File: src/rtl/pld_bus_pkg.sv
// Shared definitions for the PLD parallel bus.
// Holds the master FSM state encoding, the default phase lengths, the
// slave-side register address map and a helper that clamps a phase
// length into the 1..255 range the phase timer works with.
package pld_bus_pkg;

    typedef enum logic [2:0] {
        ST_IDLE   = 3'd0,
        ST_SETUP  = 3'd1,
        ST_STROBE = 3'd2,
        ST_HOLD   = 3'd3,
        ST_DONE   = 3'd4
    } pld_state_e;

    localparam int PLD_SETUP_CYC_DEF  = 4;
    localparam int PLD_STROBE_CYC_DEF = 8;
    localparam int PLD_HOLD_CYC_DEF   = 4;

    localparam logic [7:0] PLD_ADDR_IND       = 8'h08;
    localparam logic [7:0] PLD_ADDR_DAC_LO    = 8'h0A;
    localparam logic [7:0] PLD_ADDR_DAC_HI    = 8'h0B;
    localparam logic [7:0] PLD_ADDR_RELE_0    = 8'h0C;
    localparam logic [7:0] PLD_ADDR_RELE_1    = 8'h0D;
    localparam logic [7:0] PLD_ADDR_IVI_FREQ  = 8'h14;
    localparam logic [7:0] PLD_ADDR_IVI_PHASE = 8'h18;
    localparam logic [7:0] PLD_ADDR_IVI_USER  = 8'h1C;

    // A zero-length phase would never end on the "counter reaches 1" rule,
    // so 0 (and anything negative) is promoted to a single cycle.
    function automatic logic [7:0] phase_len(input int cyc);
        if (cyc <= 0)
            return 8'd1;
        else if (cyc > 255)
            return 8'd255;
        else
            return 8'(cyc);
    endfunction

endpackage

File: src/rtl/pld_bus_master_if.sv
// Request/response handshake plus the PLD bus pins of pld_bus_master.
// master modport: the bus master itself.
// slave  modport: the requester together with the bus-side pad/slave.
interface pld_bus_master_if;
    logic        req_valid;
    logic        req_ready;
    logic        req_wr;
    logic [7:0]  req_addr;
    logic [7:0]  req_data;
    logic [1:0]  req_len;
    logic        rsp_valid;
    logic [31:0] rsp_word;
    logic [7:0]  bus_addr;
    logic [7:0]  bus_data_o;
    logic        bus_data_oe;
    logic [7:0]  bus_data_i;
    logic        bus_wr;
    logic        bus_rd;

    modport master (
        input  req_valid, req_wr, req_addr, req_data, req_len, bus_data_i,
        output req_ready, rsp_valid, rsp_word,
        output bus_addr, bus_data_o, bus_data_oe, bus_wr, bus_rd
    );

    modport slave (
        output req_valid, req_wr, req_addr, req_data, req_len, bus_data_i,
        input  req_ready, rsp_valid, rsp_word,
        input  bus_addr, bus_data_o, bus_data_oe, bus_wr, bus_rd
    );
endinterface

File: src/rtl/pld_bus_phase_timer.sv
// 8-bit loadable down-counter timing one bus phase.
// Ports: clk, rst_n_wire (async, active-low), load / load_val (start a phase,
// 0 treated as 1), done (high during the last cycle of the phase).
module pld_bus_phase_timer (
    input  logic       clk,
    input  logic       rst_n_wire,
    input  logic       load,
    input  logic [7:0] load_val,
    output logic       done
);
    logic [7:0] cnt;

    always_ff @(posedge clk or negedge rst_n_wire) begin
        if (!rst_n_wire)
            cnt <= 8'd0;
        else if (load)
            cnt <= (load_val == 8'd0) ? 8'd1 : load_val;
        else if (cnt > 8'd1)
            cnt <= cnt - 8'd1;
    end

    assign done = (cnt == 8'd1);
endmodule

File: src/rtl/pld_bus_master.sv
// Initiator for the 8-bit PLD bus: single write cycles and 1..4 byte read
// bursts with programmable setup / strobe / hold phases.
// Ports: clk, rst_n_wire (async, active-low), pif (master modport: request
// handshake, response word, bus address/data/strobes). The Data tristate
// buffer sits in the instantiating top, driven from bus_data_o/bus_data_oe.
//
// state  | meaning
// IDLE   | req_ready high, waiting for a request
// SETUP  | address (and write data) driven, strobe low
// STROBE | bus_wr or bus_rd high
// HOLD   | strobe low, address/data held; next byte or finish
// DONE   | rsp_valid pulse
module pld_bus_master
    import pld_bus_pkg::*;
#(
    parameter int SETUP_CYC  = PLD_SETUP_CYC_DEF,
    parameter int STROBE_CYC = PLD_STROBE_CYC_DEF,
    parameter int HOLD_CYC   = PLD_HOLD_CYC_DEF
) (
    input logic              clk,
    input logic              rst_n_wire,
    pld_bus_master_if.master pif
);
    localparam logic [7:0] SETUP_V  = phase_len(SETUP_CYC);
    localparam logic [7:0] STROBE_V = phase_len(STROBE_CYC);
    localparam logic [7:0] HOLD_V   = phase_len(HOLD_CYC);

    pld_state_e  state;
    logic        req_ready_q, rsp_valid_q;
    logic [31:0] rsp_word_q;
    logic [7:0]  bus_addr_q, bus_data_q;
    logic        bus_oe_q, bus_wr_q, bus_rd_q;
    logic        wr_l;
    logic [7:0]  addr_l;
    logic [1:0]  len_l, idx;
    logic        accept, tmr_load, tmr_done;
    logic [7:0]  tmr_val;

    assign accept = pif.req_valid && req_ready_q;

    // Timer is reloaded on the same edge that moves the FSM into a phase.
    always_comb begin
        tmr_load = 1'b0;
        tmr_val  = SETUP_V;
        case (state)
            ST_IDLE:   if (accept)   begin tmr_load = 1'b1; tmr_val = SETUP_V;  end
            ST_SETUP:  if (tmr_done) begin tmr_load = 1'b1; tmr_val = STROBE_V; end
            ST_STROBE: if (tmr_done) begin tmr_load = 1'b1; tmr_val = HOLD_V;   end
            ST_HOLD:   if (tmr_done && idx != len_l) begin
                tmr_load = 1'b1;
                tmr_val  = SETUP_V;
            end
            default: ;
        endcase
    end

    pld_bus_phase_timer u_timer (
        .clk        (clk),
        .rst_n_wire (rst_n_wire),
        .load       (tmr_load),
        .load_val   (tmr_val),
        .done       (tmr_done)
    );

    always_ff @(posedge clk or negedge rst_n_wire) begin
        if (!rst_n_wire) begin
            state       <= ST_IDLE;
            req_ready_q <= 1'b0;
            rsp_valid_q <= 1'b0;
            rsp_word_q  <= 32'd0;
            bus_addr_q  <= 8'd0;
            bus_data_q  <= 8'd0;
            bus_oe_q    <= 1'b0;
            bus_wr_q    <= 1'b0;
            bus_rd_q    <= 1'b0;
            wr_l        <= 1'b0;
            addr_l      <= 8'd0;
            len_l       <= 2'd0;
            idx         <= 2'd0;
        end else begin
            rsp_valid_q <= 1'b0;
            case (state)
                ST_IDLE: begin
                    if (accept) begin
                        state       <= ST_SETUP;
                        req_ready_q <= 1'b0;
                        wr_l        <= pif.req_wr;
                        addr_l      <= pif.req_addr;
                        len_l       <= pif.req_wr ? 2'd0 : pif.req_len;
                        idx         <= 2'd0;
                        bus_addr_q  <= pif.req_addr;
                        bus_data_q  <= pif.req_wr ? pif.req_data : 8'd0;
                        bus_oe_q    <= pif.req_wr;
                        if (!pif.req_wr)
                            rsp_word_q <= 32'd0;
                    end else begin
                        // First cycle after reset release raises ready here.
                        req_ready_q <= 1'b1;
                    end
                end
                ST_SETUP: begin
                    if (tmr_done) begin
                        state    <= ST_STROBE;
                        bus_wr_q <= wr_l;
                        bus_rd_q <= !wr_l;
                    end
                end
                ST_STROBE: begin
                    if (tmr_done) begin
                        state    <= ST_HOLD;
                        bus_wr_q <= 1'b0;
                        bus_rd_q <= 1'b0;
                        if (!wr_l)
                            rsp_word_q[{idx, 3'b000} +: 8] <= pif.bus_data_i;
                    end
                end
                ST_HOLD: begin
                    if (tmr_done) begin
                        if (idx != len_l) begin
                            state      <= ST_SETUP;
                            idx        <= idx + 2'd1;
                            bus_addr_q <= addr_l + {6'd0, idx + 2'd1};
                        end else begin
                            state       <= ST_DONE;
                            rsp_valid_q <= 1'b1;
                            bus_oe_q    <= 1'b0;
                        end
                    end
                end
                ST_DONE: begin
                    state       <= ST_IDLE;
                    req_ready_q <= 1'b1;
                end
                default: state <= ST_IDLE;
            endcase
        end
    end

    assign pif.req_ready   = req_ready_q;
    assign pif.rsp_valid   = rsp_valid_q;
    assign pif.rsp_word    = rsp_word_q;
    assign pif.bus_addr    = bus_addr_q;
    assign pif.bus_data_o  = bus_data_q;
    assign pif.bus_data_oe = bus_oe_q;
    assign pif.bus_wr      = bus_wr_q;
    assign pif.bus_rd      = bus_rd_q;
endmodule

File: src/flat_wrapper.sv
// flat-port wrapper written by rule: the top's interface ports become plain ports
module pld_bus_master_flat import pld_bus_pkg::*;
#(
    parameter int SETUP_CYC  = PLD_SETUP_CYC_DEF,
    parameter int STROBE_CYC = PLD_STROBE_CYC_DEF,
    parameter int HOLD_CYC   = PLD_HOLD_CYC_DEF
)
  (clk, rst_n_wire, pif_req_valid, pif_req_wr, pif_req_addr, pif_req_data, pif_req_len, pif_bus_data_i, pif_req_ready, pif_rsp_valid, pif_rsp_word, pif_bus_addr, pif_bus_data_o, pif_bus_data_oe, pif_bus_wr, pif_bus_rd);
  pld_bus_master_if pif_i ();
  input logic clk;
  input logic rst_n_wire;
  input wire logic [$bits(pif_i.req_valid)-1:0] pif_req_valid;
  input wire logic [$bits(pif_i.req_wr)-1:0] pif_req_wr;
  input wire logic [$bits(pif_i.req_addr)-1:0] pif_req_addr;
  input wire logic [$bits(pif_i.req_data)-1:0] pif_req_data;
  input wire logic [$bits(pif_i.req_len)-1:0] pif_req_len;
  input wire logic [$bits(pif_i.bus_data_i)-1:0] pif_bus_data_i;
  output wire logic [$bits(pif_i.req_ready)-1:0] pif_req_ready;
  output wire logic [$bits(pif_i.rsp_valid)-1:0] pif_rsp_valid;
  output wire logic [$bits(pif_i.rsp_word)-1:0] pif_rsp_word;
  output wire logic [$bits(pif_i.bus_addr)-1:0] pif_bus_addr;
  output wire logic [$bits(pif_i.bus_data_o)-1:0] pif_bus_data_o;
  output wire logic [$bits(pif_i.bus_data_oe)-1:0] pif_bus_data_oe;
  output wire logic [$bits(pif_i.bus_wr)-1:0] pif_bus_wr;
  output wire logic [$bits(pif_i.bus_rd)-1:0] pif_bus_rd;
  assign pif_i.req_valid = pif_req_valid;
  assign pif_i.req_wr = pif_req_wr;
  assign pif_i.req_addr = pif_req_addr;
  assign pif_i.req_data = pif_req_data;
  assign pif_i.req_len = pif_req_len;
  assign pif_i.bus_data_i = pif_bus_data_i;
  assign pif_req_ready = pif_i.req_ready;
  assign pif_rsp_valid = pif_i.rsp_valid;
  assign pif_rsp_word = pif_i.rsp_word;
  assign pif_bus_addr = pif_i.bus_addr;
  assign pif_bus_data_o = pif_i.bus_data_o;
  assign pif_bus_data_oe = pif_i.bus_data_oe;
  assign pif_bus_wr = pif_i.bus_wr;
  assign pif_bus_rd = pif_i.bus_rd;
  pld_bus_master #(.SETUP_CYC(SETUP_CYC), .STROBE_CYC(STROBE_CYC), .HOLD_CYC(HOLD_CYC)) u_core (.clk(clk), .rst_n_wire(rst_n_wire), .pif(pif_i));
endmodule
File: config.mk
export PLATFORM = sky130hd
export DESIGN_NAME = pld_bus_master_flat
export DESIGN_NICKNAME = d
export VERILOG_FILES = /design/src/rtl/pld_bus_pkg.sv /design/src/rtl/pld_bus_master_if.sv /design/src/rtl/pld_bus_phase_timer.sv /design/src/rtl/pld_bus_master.sv /design/src/flat_wrapper.sv
export SDC_FILE = /design/constraint.sdc
export NUM_CORES = 1
export LEC_CHECK = 0
export CAP_MARGIN = 20
export CORE_MARGIN = 1.5
export CORE_UTILIZATION = 55
export DETAILED_ROUTE_END_ITERATION = 8
export GPL_TIMING_DRIVEN = 0
export PLACE_DENSITY = 0.85
export SLEW_MARGIN = 20
export SYNTH_ARGS = -nofsm -noshare
export SYNTH_HDL_FRONTEND = slang
export SYNTH_SLANG_ARGS = --single-unit
File: constraint.sdc
create_clock -name clk -period 3.6 [get_ports clk]
set_input_delay 0.72 -clock clk [delete_from_list [all_inputs] [get_ports clk]]
set_output_delay 0.72 -clock clk [all_outputs]
set_load 0.02 [all_outputs]
==> results of run 1 <==
[per-layer routing]
layer	wire length [um]	share of wire	GRT usage	up-vias
met5	0	0	0	-
met4	155	0.018	0.120	0
met3	446	0.052	0.0445	18
met2	4240	0.49	0.417	107
met1	3730	0.44	0.302	1569
li1	-	-	-	1492
[power groups by stage]
stage / Clock, mW / Sequential (mW) / Combinational (mW)
after floorplan: 0 / 1.84 / 0.993
after global placement: 0 / 1.53 / 2.09
after detailed placement: 0 / 1.54 / 2.17
after CTS: 0.648 / 1.53 / 2.18
after global routing: 0.683 / 1.58 / 2.37
final: 0.635 / 1.53 / 2.17
[stage by stage]
stage	worst slack (ns)	cell area (um^2)
final	0.936	5060
after floorplan	1.20	3900
after detailed placement	0.789	4870
after global placement	-0.860	4840
after global routing	0.773	5060
after CTS	0.927	5060
[final cells by class]
| class | instances | area (um^2) | area share |
|---|---|---|---|
| buffer | 11 | 50.0 | 0.00989 |
| multi-input combinational | 264 | 1780 | 0.352 |
| clock inverter | 7 | 66.3 | 0.0131 |
| sequential | 77 | 1930 | 0.381 |
| timing repair buffer | 83 | 846 | 0.167 |
| inverter | 38 | 143 | 0.0282 |
| clock buffer | 9 | 124 | 0.0245 |
| tap | 96 | 120 | 0.0237 |
[worst max-delay path by stage]
stage                              start                                 end  slack (ns)
5_1_grt        u_core.idx[0]$_DFFE_PN0P_  u_core.pif.bus_addr[7]$_DFFE_PN0P_        0.77
4_1_cts        u_core.idx[0]$_DFFE_PN0P_  u_core.pif.bus_addr[7]$_DFFE_PN0P_        0.93
2_1_floorplan  u_core.idx[0]$_DFFE_PN0P_  u_core.pif.bus_addr[7]$_DFFE_PN0P_        1.20
3_3_place_gp                  rst_n_wire        u_core.addr_l[5]$_DFFE_PN0P_       -0.86
3_5_place_dp               pif_req_valid  u_core.pif.bus_addr[5]$_DFFE_PN0P_        0.79
6_report       u_core.idx[0]$_DFFE_PN0P_  u_core.pif.bus_addr[7]$_DFFE_PN0P_        0.94
[layout by cell type, fill, tap and decap left out, types with 7 or more instances in the layout]
cell type and instances:
nor3_1 7, o21ai_0 7, mux2_2 8, xor2_1 7, mux2i_1 35, nand3_1 17
nor2_1 17, dfrtp_1 77, ha_1 9, clkbuf_8 9, inv_1 38, nand2_1 95
clkdlybuf4s50_1 81
[state kept, by name, summed over array words and instances, names as in the netlist]
register / cells
u_core.addr_l: 8
u_core.idx: 2
u_core.len_l: 2
u_core.pif.bus_addr: 8
u_core.pif.bus_data_o: 8
u_core.pif.bus_data_oe: 1
u_core.pif.bus_rd: 1
u_core.pif.bus_wr: 1
u_core.pif.req_ready: 1
u_core.pif.rsp_valid: 1
u_core.pif.rsp_word: 32
u_core.state: 3
u_core.u_timer.cnt: 8
u_core.wr_l: 1
[cells by family after synthesis]
| logic type | Yosys count | synth area share |
|---|---|---|
| flip-flops | 77 | 0.494 |
| multiplexers | 43 | 0.113 |
| AO/OA/AOI/OAI | 32 | 0.0696 |
| buffers and inverters | 49 | 0.0494 |
| AND/OR/NAND/NOR | 170 | 0.220 |
| adder cells (fa/ha/maj) | 10 | 0.0340 |
| XOR/XNOR | 9 | 0.0202 |
==> flow_summary.yaml, run 1 <==
status:
  run_status: "finished clean"
die:
  die-area_um2: 7610
  floorplan.rows: 30
  fp.dieW_um: 87.2
  placeableCoreArea_um2: 6830
  floorplan.io_pins: 83
  die-height_um: 87.2
  floorplan.initialDensity: 0.571
yosys:
  synthDominantAreaCellType: "dfrtp_1"
  synth.ff_latch_count: 77
  synth_top_cells_by_count: "nand2_1, dfrtp_1, inv_1"
  netlist_area_um2: 3900
  syn_inst: 390
  synth-main-ff-cell: "dfrtp_1"
  average_instance_area_after_synthesis_um2: 10.0
  seq_area_frac_synth: 0.494
  syn_nets: 430
  yosys.area.top_type_share: 0.494
  synth.top_cells.by_area: "dfrtp_1, nand2_1, mux2i_1"
  synth.most_common_cell: "nand2_1"
  syn_warnings: 0
  synth_edf_count: 0
  netlist-cell-type-count: 47
  ys_async_sr_fraction: 1.00
critical_path:
  crit_path_max_incr_delay_ns: 0.55
  path_delay_family: "adder cells"
  cp_data_arrival_time_ns: 2.95
  r2r_setup_slack_ns: 0.94
  crit_path_start_kind: "flip-flop"
  timing.critical_path.required_ns: 3.89
  worst-path-stages: 7
  crit_path_max_fanout: 7
  critical-path-slowest-cell: "dfrtp_1"
  crit_buf_inv: 1
  endpoint_kind: "flip-flop"
  r2r_end: "u_core.pif.bus_addr[7]$_DFFE_PN0P_"
  cp_common_cell: "ha_1"
  rr_startpoint: "u_core.idx[0]$_DFFE_PN0P_"
  timing.reg2reg.worst_path_depth: 7
  critical_path_class: "reg -> reg"
  critical_path.cell_chain: "inv_1 > ha_1 > ha_1 > a21oi_1 > or4_1 > a31oi_1 > mux2_2"
grt:
  maximum_number_of_pins_on_one_net_before_global_route_repair: 48
  overflow: 0
  first_pass_grt_wire_length_mm: 14.5
  number_of_antenna_violations_at_the_first_check_in_global_routing: 0
  via_count_of_the_first_global_routing_pass: 3171
  overall_routing_resource_usage: 0.246
timing:
  tightestPinTransition_ns: 0.840
  holdWs_ns: 0.302
  final.period_utilization: 0.740
  setup_viol_count_final: 0
  hold_viol: 0
  finalCriticalPeriod_ns: 2.66
  slew_viol_final: 0
  slew_headroom: 0.435
  max_freq_mhz: 375
  post_route_setup_tns_ns: 0
  grt_setup_unrepaired: "false"
  max_clock_skew_ns: 0.00856
detailed_routing:
  wl_per_cell_um: 14.7
  routed_wirelength_mm: 8.57
  drt.antenna.violating_nets: 0
  ratio_of_routed_vias_to_standard_cells: 5.45
  drcViolationCount: 0
  route.vias.total: 3186
  dr.first_iter.drc_count: 154
  detailedRoute.firstPassIterationCount: 4
clock_tree:
  cts.hold.buffers_added: 0
  cts_resized: 0
  tritoncts.num_buffers: 9
  root_buffer: "clkbuf_8"
  tritoncts: "yes"
  max-clock-path-buffers: 2
  cts.reportedPaths.clkPinSlew_ns: 0.08
  postCtsSetupRepairBufs: 0
  clk_latency_ns: 0.35
  cts.sink_count: 77
  cts-htree-levels: 3
power_and_ir_drop:
  comb_power_share: 0.500
  clock_power_share: 0.146
  internal_power_mw: 2.56
  power.density_nw_per_um2: 858
  swShare: 0.410
  power.sequential.fraction: 0.354
  power_switching_mw: 1.78
  totalPowerFinal_mw: 4.34
  static-leakage-power_nw: 2.21
  vdd.ir_drop.worst_uv: 429
final_layout:
  nets: 524
  area_delta_synth_final_pct: 29.6
  filler_cell_count: 492
  postLayoutCoreUtil: 0.740
  layout-drive-gt1-share: 0.102
  antenna-diode-count: 0
  finish.cell_count_without_fillers: 585
min_path:
  worst_hold_path_type: "in -> async"
placed_design:
  globalplace.congestion: 0.855
  port-buffer-count: 82
  placed_cells: 569
  dp_hpwl_mm: 6.31
flow_run:
  drv_cap: 0
Power figures use the tool's default switching activity.
==> run 2, diff against run 1 <==
--- a/config.mk
+++ b/config.mk
@@ -7,10 +7,10 @@
 export LEC_CHECK = 0
 export CAP_MARGIN = 20
 export CORE_MARGIN = 1.5
-export CORE_UTILIZATION = 55
+export CORE_UTILIZATION = 46
 export DETAILED_ROUTE_END_ITERATION = 8
 export GPL_TIMING_DRIVEN = 0
-export PLACE_DENSITY = 0.85
+export PLACE_DENSITY = 0.76
 export SLEW_MARGIN = 20
 export SYNTH_ARGS = -nofsm -noshare
 export SYNTH_HDL_FRONTEND = slang
==> constraint.sdc (replaced) <==
create_clock -name clk -period 2.3 [get_ports clk]
set_input_delay 0.46 -clock clk [delete_from_list [all_inputs] [get_ports clk]]
set_output_delay 0.46 -clock clk [all_outputs]
set_load 0.02 [all_outputs]
==> flow_summary.yaml, run 2 (synthesized netlist as in run 1, its figures left out) <==
status:
  run_status: "finished clean"
power_and_ir_drop:
  totalPowerFinal_mw: 6.91
  comb_power_share: 0.491
  clock_power_share: 0.161
  swShare: 0.403
  power.density_nw_per_um2: 1350
  power.sequential.fraction: 0.348
  power_switching_mw: 2.78
  vdd.ir_drop.worst_uv: 606
  internal_power_mw: 4.13
  static-leakage-power_nw: 2.22
die:
  die-height_um: 95.1
  placeableCoreArea_um2: 8220
  fp.dieW_um: 95.1
  die-area_um2: 9040
  floorplan.initialDensity: 0.475
  floorplan.rows: 33
  floorplan.io_pins: 83
final_layout:
  leading_cell_types_in_the_layout_fill_and_taps_excluded: "nand2_1, clkdlybuf4s50_1, dfrtp_1, inv_1, mux2i_1"
  layout-drive-gt1-share: 0.116
  layout.area.seq_um2: 1930
  finish.cell_count_without_fillers: 595
  nets: 525
  antenna-diode-count: 0
  largest_reg_flops: 32
  filler_cell_count: 686
  postLayoutCoreUtil: 0.623
  layout_commonest_cell: "nand2_1"
  multi_input_area_um2: 1800
  area_delta_synth_final_pct: 31.1
critical_path:
  critical_path.cell_chain: "clkdlybuf4s50_1 > nand2_1 > nor4_1 > a31o_2 > buf_4 > mux2_2"
  crit_buf_inv: 2
  critical_path_class: "in -> reg"
  crit_path_start_kind: "input pin"
  critical-path-slowest-cell: "nor4_1"
  endpoint_kind: "flip-flop"
  cp_data_arrival_time_ns: 2.43
  crit_path_max_fanout: 10
  crit_path_max_incr_delay_ns: 0.65
  timing.critical_path.required_ns: 2.53
  path_delay_family: "simple AND/OR/NAND/NOR gates"
clock_tree:
  tritoncts.num_buffers: 9
  max-clock-path-buffers: 2
  root_buffer: "clkbuf_8"
  cts.reportedPaths.clkPinSlew_ns: 0.08
  tritoncts: "yes"
  cts-htree-levels: 3
  cts.sink_count: 77
  clk_latency_ns: 0.35
  cts.hold.buffers_added: 0
grt:
  overflow: 0
  number_of_antenna_violations_at_the_first_check_in_global_routing: 0
  first_pass_grt_wire_length_mm: 14.5
  via_count_of_the_first_global_routing_pass: 3087
  overall_routing_resource_usage: 0.205
  maximum_number_of_pins_on_one_net_before_global_route_repair: 41
detailed_routing:
  drcViolationCount: 0
  detailedRoute.firstPassIterationCount: 4
  drt.antenna.violating_nets: 0
  route.vias.total: 3073
  wl_per_cell_um: 14.6
  dr.first_iter.drc_count: 93
  routed_wirelength_mm: 8.66
  ratio_of_routed_vias_to_standard_cells: 5.16
timing:
  finalCriticalPeriod_ns: 2.20
  setup_viol_count_final: 0
  max_freq_mhz: 455
  max_clock_skew_ns: 0.00477
  hold_viol: 0
  setup_ws_ns: 0.103
  holdWs_ns: 0.0753
  grt_setup_unrepaired: "false"
  final.period_utilization: 0.955
  tightestPinTransition_ns: 0.849
  slew_viol_final: 0
  slew_headroom: 0.429
min_path:
  worst_hold_path_type: "in -> async"
placed_design:
  dp_worst_setup_slack_ns: -0.208
  dp_hpwl_mm: 6.27
  globalplace.congestion: 0.769
  port-buffer-count: 82
  placed_cells: 578
flow_run:
  drv_cap: 0
## run 2: changes by cell type in the layout (fill, tap and decap cells not counted), sizes merged
cell and delta:
buf +1, clkinvlp +1, bufinv +1, clkinv -2
## run 2: cell type report
type                    instances  share of cell area
repair buffers                 84               0.165
clock buffers                   9              0.0242
multi-input cells             264               0.352
inverters                      38              0.0284
flip-flops and latches         77               0.377
well taps                     105              0.0257
plain buffers                  11             0.00978
clock inverters                 7              0.0176
## run 2: worst paths after layout
kind	start	endpoint	slack, ns	depth (start not counted)
worst max-delay path	pif_req_valid	u_core.pif.bus_addr[4]$_DFFE_PN0P_	0.10	6
worst min-delay path	rst_n_wire	u_core.pif.rsp_word[20]$_DFFE_PN0P_	0.08	1
worst max register to register	u_core.u_timer.cnt[1]$_DFFE_PN0P_	u_core.pif.bus_addr[4]$_DFFE_PN0P_	0.15	7
worst min register to register	u_core.pif.bus_data_o[6]$_DFFE_PN0P_	u_core.pif.bus_data_o[6]$_DFFE_PN0P_	0.47	2
max in group asynchronous	rst_n_wire	u_core.idx[1]$_DFFE_PN0P_	1.62	2
min in group clk	u_core.pif.bus_data_o[6]$_DFFE_PN0P_	u_core.pif.bus_data_o[6]$_DFFE_PN0P_	0.47	2
## run 2: through the flow
| stage | area (um^2) | setup TNS [ns] |
|---|---|---|
| after floorplan | 3900 | 0 |
| after global placement | 4860 | -154.22 |
| after detailed placement | 4870 | -2.38 |
| after CTS | 5100 | 0 |
| after global routing | 5110 | 0 |
| final | 5110 | 0 |
## run 2: timing repair
item / in CTS / in global routing
endpoints found under the setup margin: 3 / 7
gates resized for setup: 2 / 4
setup buffers: 1 / 0
pin swaps: 0 / 1
## run 2: layer usage
layer,up-vias,global-route usage,share of wire
met5,-,0,0
met4,0,0.0721,0.014
met3,12,0.0335,0.048
met2,84,0.337,0.48
met1,1498,0.274,0.46
li1,1479,-,-
## run 2: power groups by stage
stage	Combinational, mW	Clock, mW	Sequential, mW
floorplan	1.55	0	2.88
global placement	3.29	0	2.40
detailed placement	3.38	0	2.42
CTS	3.42	1.13	2.40
global route	3.71	1.19	2.48
finish	3.39	1.11	2.40
==> run 3, diff against run 2 <==
--- a/config.mk
+++ b/config.mk
@@ -10,6 +10,7 @@
 export CORE_UTILIZATION = 46
 export DETAILED_ROUTE_END_ITERATION = 8
 export GPL_TIMING_DRIVEN = 0
+export MAX_ROUTING_LAYER = met4
 export PLACE_DENSITY = 0.76
 export SLEW_MARGIN = 20
 export SYNTH_ARGS = -nofsm -noshare
==> flow_summary.yaml, run 3 (synthesized netlist as in run 1, its figures left out) <==
die:
  placeableCoreArea_um2: 8220
  floorplan.initialDensity: 0.475
  die-height_um: 95.1
  floorplan.io_pins: 83
  floorplan.rows: 33
  die-area_um2: 9040
  fp.dieW_um: 95.1
final_layout:
  largest_reg_flops: 32
  layout_commonest_cell: "nand2_1"
  finish.instance_area_um2: 5110
  postLayoutCoreUtil: 0.623
  nets: 525
  antenna-diode-count: 0
  layout-drive-gt1-share: 0.116
  leading_cell_types_in_the_layout_fill_and_taps_excluded: "nand2_1, clkdlybuf4s50_1, dfrtp_1, inv_1, mux2i_1"
  area_delta_synth_final_pct: 31.1
  filler_cell_count: 686
grt:
  number_of_antenna_violations_at_the_first_check_in_global_routing: 0
  first_pass_grt_wire_length_mm: 14.4
  via_count_of_the_first_global_routing_pass: 3090
  maximum_number_of_pins_on_one_net_before_global_route_repair: 41
  overflow: 0
  overall_routing_resource_usage: 0.211
timing:
  tightestPinTransition_ns: 0.841
  hold_viol: 0
  setup_viol_count_final: 0
  final.period_utilization: 0.951
  slew_viol_final: 0
  grt_setup_unrepaired: "false"
  slew_headroom: 0.434
  max_freq_mhz: 457
  finalCriticalPeriod_ns: 2.19
  max_clock_skew_ns: 0.00466
critical_path:
  crit_path_start_kind: "input pin"
  path_delay_family: "simple AND/OR/NAND/NOR gates"
  critical-path-slowest-cell: "nor4_1"
  cp_data_arrival_time_ns: 2.42
  rr_startpoint: "u_core.u_timer.cnt[1]$_DFFE_PN0P_"
  timing.reg2reg.worst_path_depth: 7
  timing.critical_path.required_ns: 2.54
  endpoint_kind: "flip-flop"
  crit_buf_inv: 2
  critical_path.cell_chain: "clkdlybuf4s50_1 > nand2_1 > nor4_1 > a31o_2 > buf_4 > mux2_2"
  crit_path_max_incr_delay_ns: 0.65
  crit_path_start: "pif_req_valid"
  r2r_setup_slack_ns: 0.16
  critical_path_class: "in -> reg"
  worst-path-stages: 6
  crit_path_max_fanout: 10
detailed_routing:
  wl_per_cell_um: 14.6
  routed_wirelength_mm: 8.66
  detailedRoute.firstPassIterationCount: 4
  route.vias.total: 3074
  dr.first_iter.drc_count: 87
  drcViolationCount: 0
  ratio_of_routed_vias_to_standard_cells: 5.17
  drt.antenna.violating_nets: 0
clock_tree:
  cts.sink_count: 77
  clk_latency_ns: 0.35
  tritoncts.num_buffers: 9
  cts.hold.buffers_added: 0
  cts.reportedPaths.clkPinSlew_ns: 0.08
  max-clock-path-buffers: 2
  tritoncts: "yes"
  root_buffer: "clkbuf_8"
  cts-htree-levels: 3
power_and_ir_drop:
  vdd.ir_drop.worst_uv: 607
  static-leakage-power_nw: 2.22
  power.density_nw_per_um2: 1350
  totalPowerFinal_mw: 6.91
status:
  run_status: "finished clean"
placed_design:
  dp_hpwl_mm: 6.27
  placedInstanceArea_um2: 4870
  globalplace.congestion: 0.779
  port-buffer-count: 82
min_path:
  worst_hold_path_type: "in -> async"
flow_run:
  drv_cap: 0
## run 3: cell counts in the layout (fill, tap and decap cells not counted)
Identical to the previous run, type by type.
## run 3: where the power goes
| part | internal, mW | switching, mW | total [mW] |
|---|---|---|---|
| clock network | 0.605 | 0.508 | 1.11 |
| logic | 1.56 | 1.83 | 3.39 |
| registers | 1.96 | 0.440 | 2.40 |
| total | 4.13 | 2.78 | 6.91 |
## run 3: metal layers
layer / wire, um / up-vias / global-route usage
met4: 121 / 0 / 0.0721
met5: 0 / - / -
li1: - / 1478 / -
met2: 4160 / 94 / 0.337
met1: 3950 / 1491 / 0.276
met3: 432 / 11 / 0.0287
## run 3: layout make-up
type / count / area [um^2] / share of cell area
buffer: 11 / 50.0 / 0.00978
clock buffer: 9 / 124 / 0.0242
clock inverter: 7 / 90.1 / 0.0176
inverter: 38 / 145 / 0.0284
multi-input combinational: 264 / 1800 / 0.352
sequential: 77 / 1930 / 0.377
tap: 105 / 131 / 0.0257
timing repair buffer: 84 / 846 / 0.165
## run 3: what timing repair did
item / CTS / global route
gates resized for setup: 2 / 4
setup buffers: 1 / 0
hold endpoints to repair: 0 / 0
pin swaps: 0 / 1
endpoints found under the setup margin: 3 / 7
## run 3: path summary, 6_finish.rpt
path / end
max: u_core.pif.bus_addr[4]$_DFFE_PN0P_
min: u_core.pif.rsp_word[20]$_DFFE_PN0P_
max reg2reg: u_core.pif.bus_addr[4]$_DFFE_PN0P_
min reg2reg: u_core.pif.bus_data_o[6]$_DFFE_PN0P_
max in group asynchronous: u_core.idx[1]$_DFFE_PN0P_
min in group clk: u_core.pif.bus_data_o[6]$_DFFE_PN0P_
## run 3: per-stage QoR
stage	std cells	TNS (ns)	hold WS (ns)	setup slack, ns
2_1_floorplan	390	0	0.164	0.0735
3_3_place_gp	577	-154.22	0.450	-2.25
3_5_place_dp	578	-2.38	0.459	-0.208
4_1_cts	595	0	0.0930	0.00463
5_1_grt	595	0	0.108	0.00579
6_report	595	0	0.0745	0.112
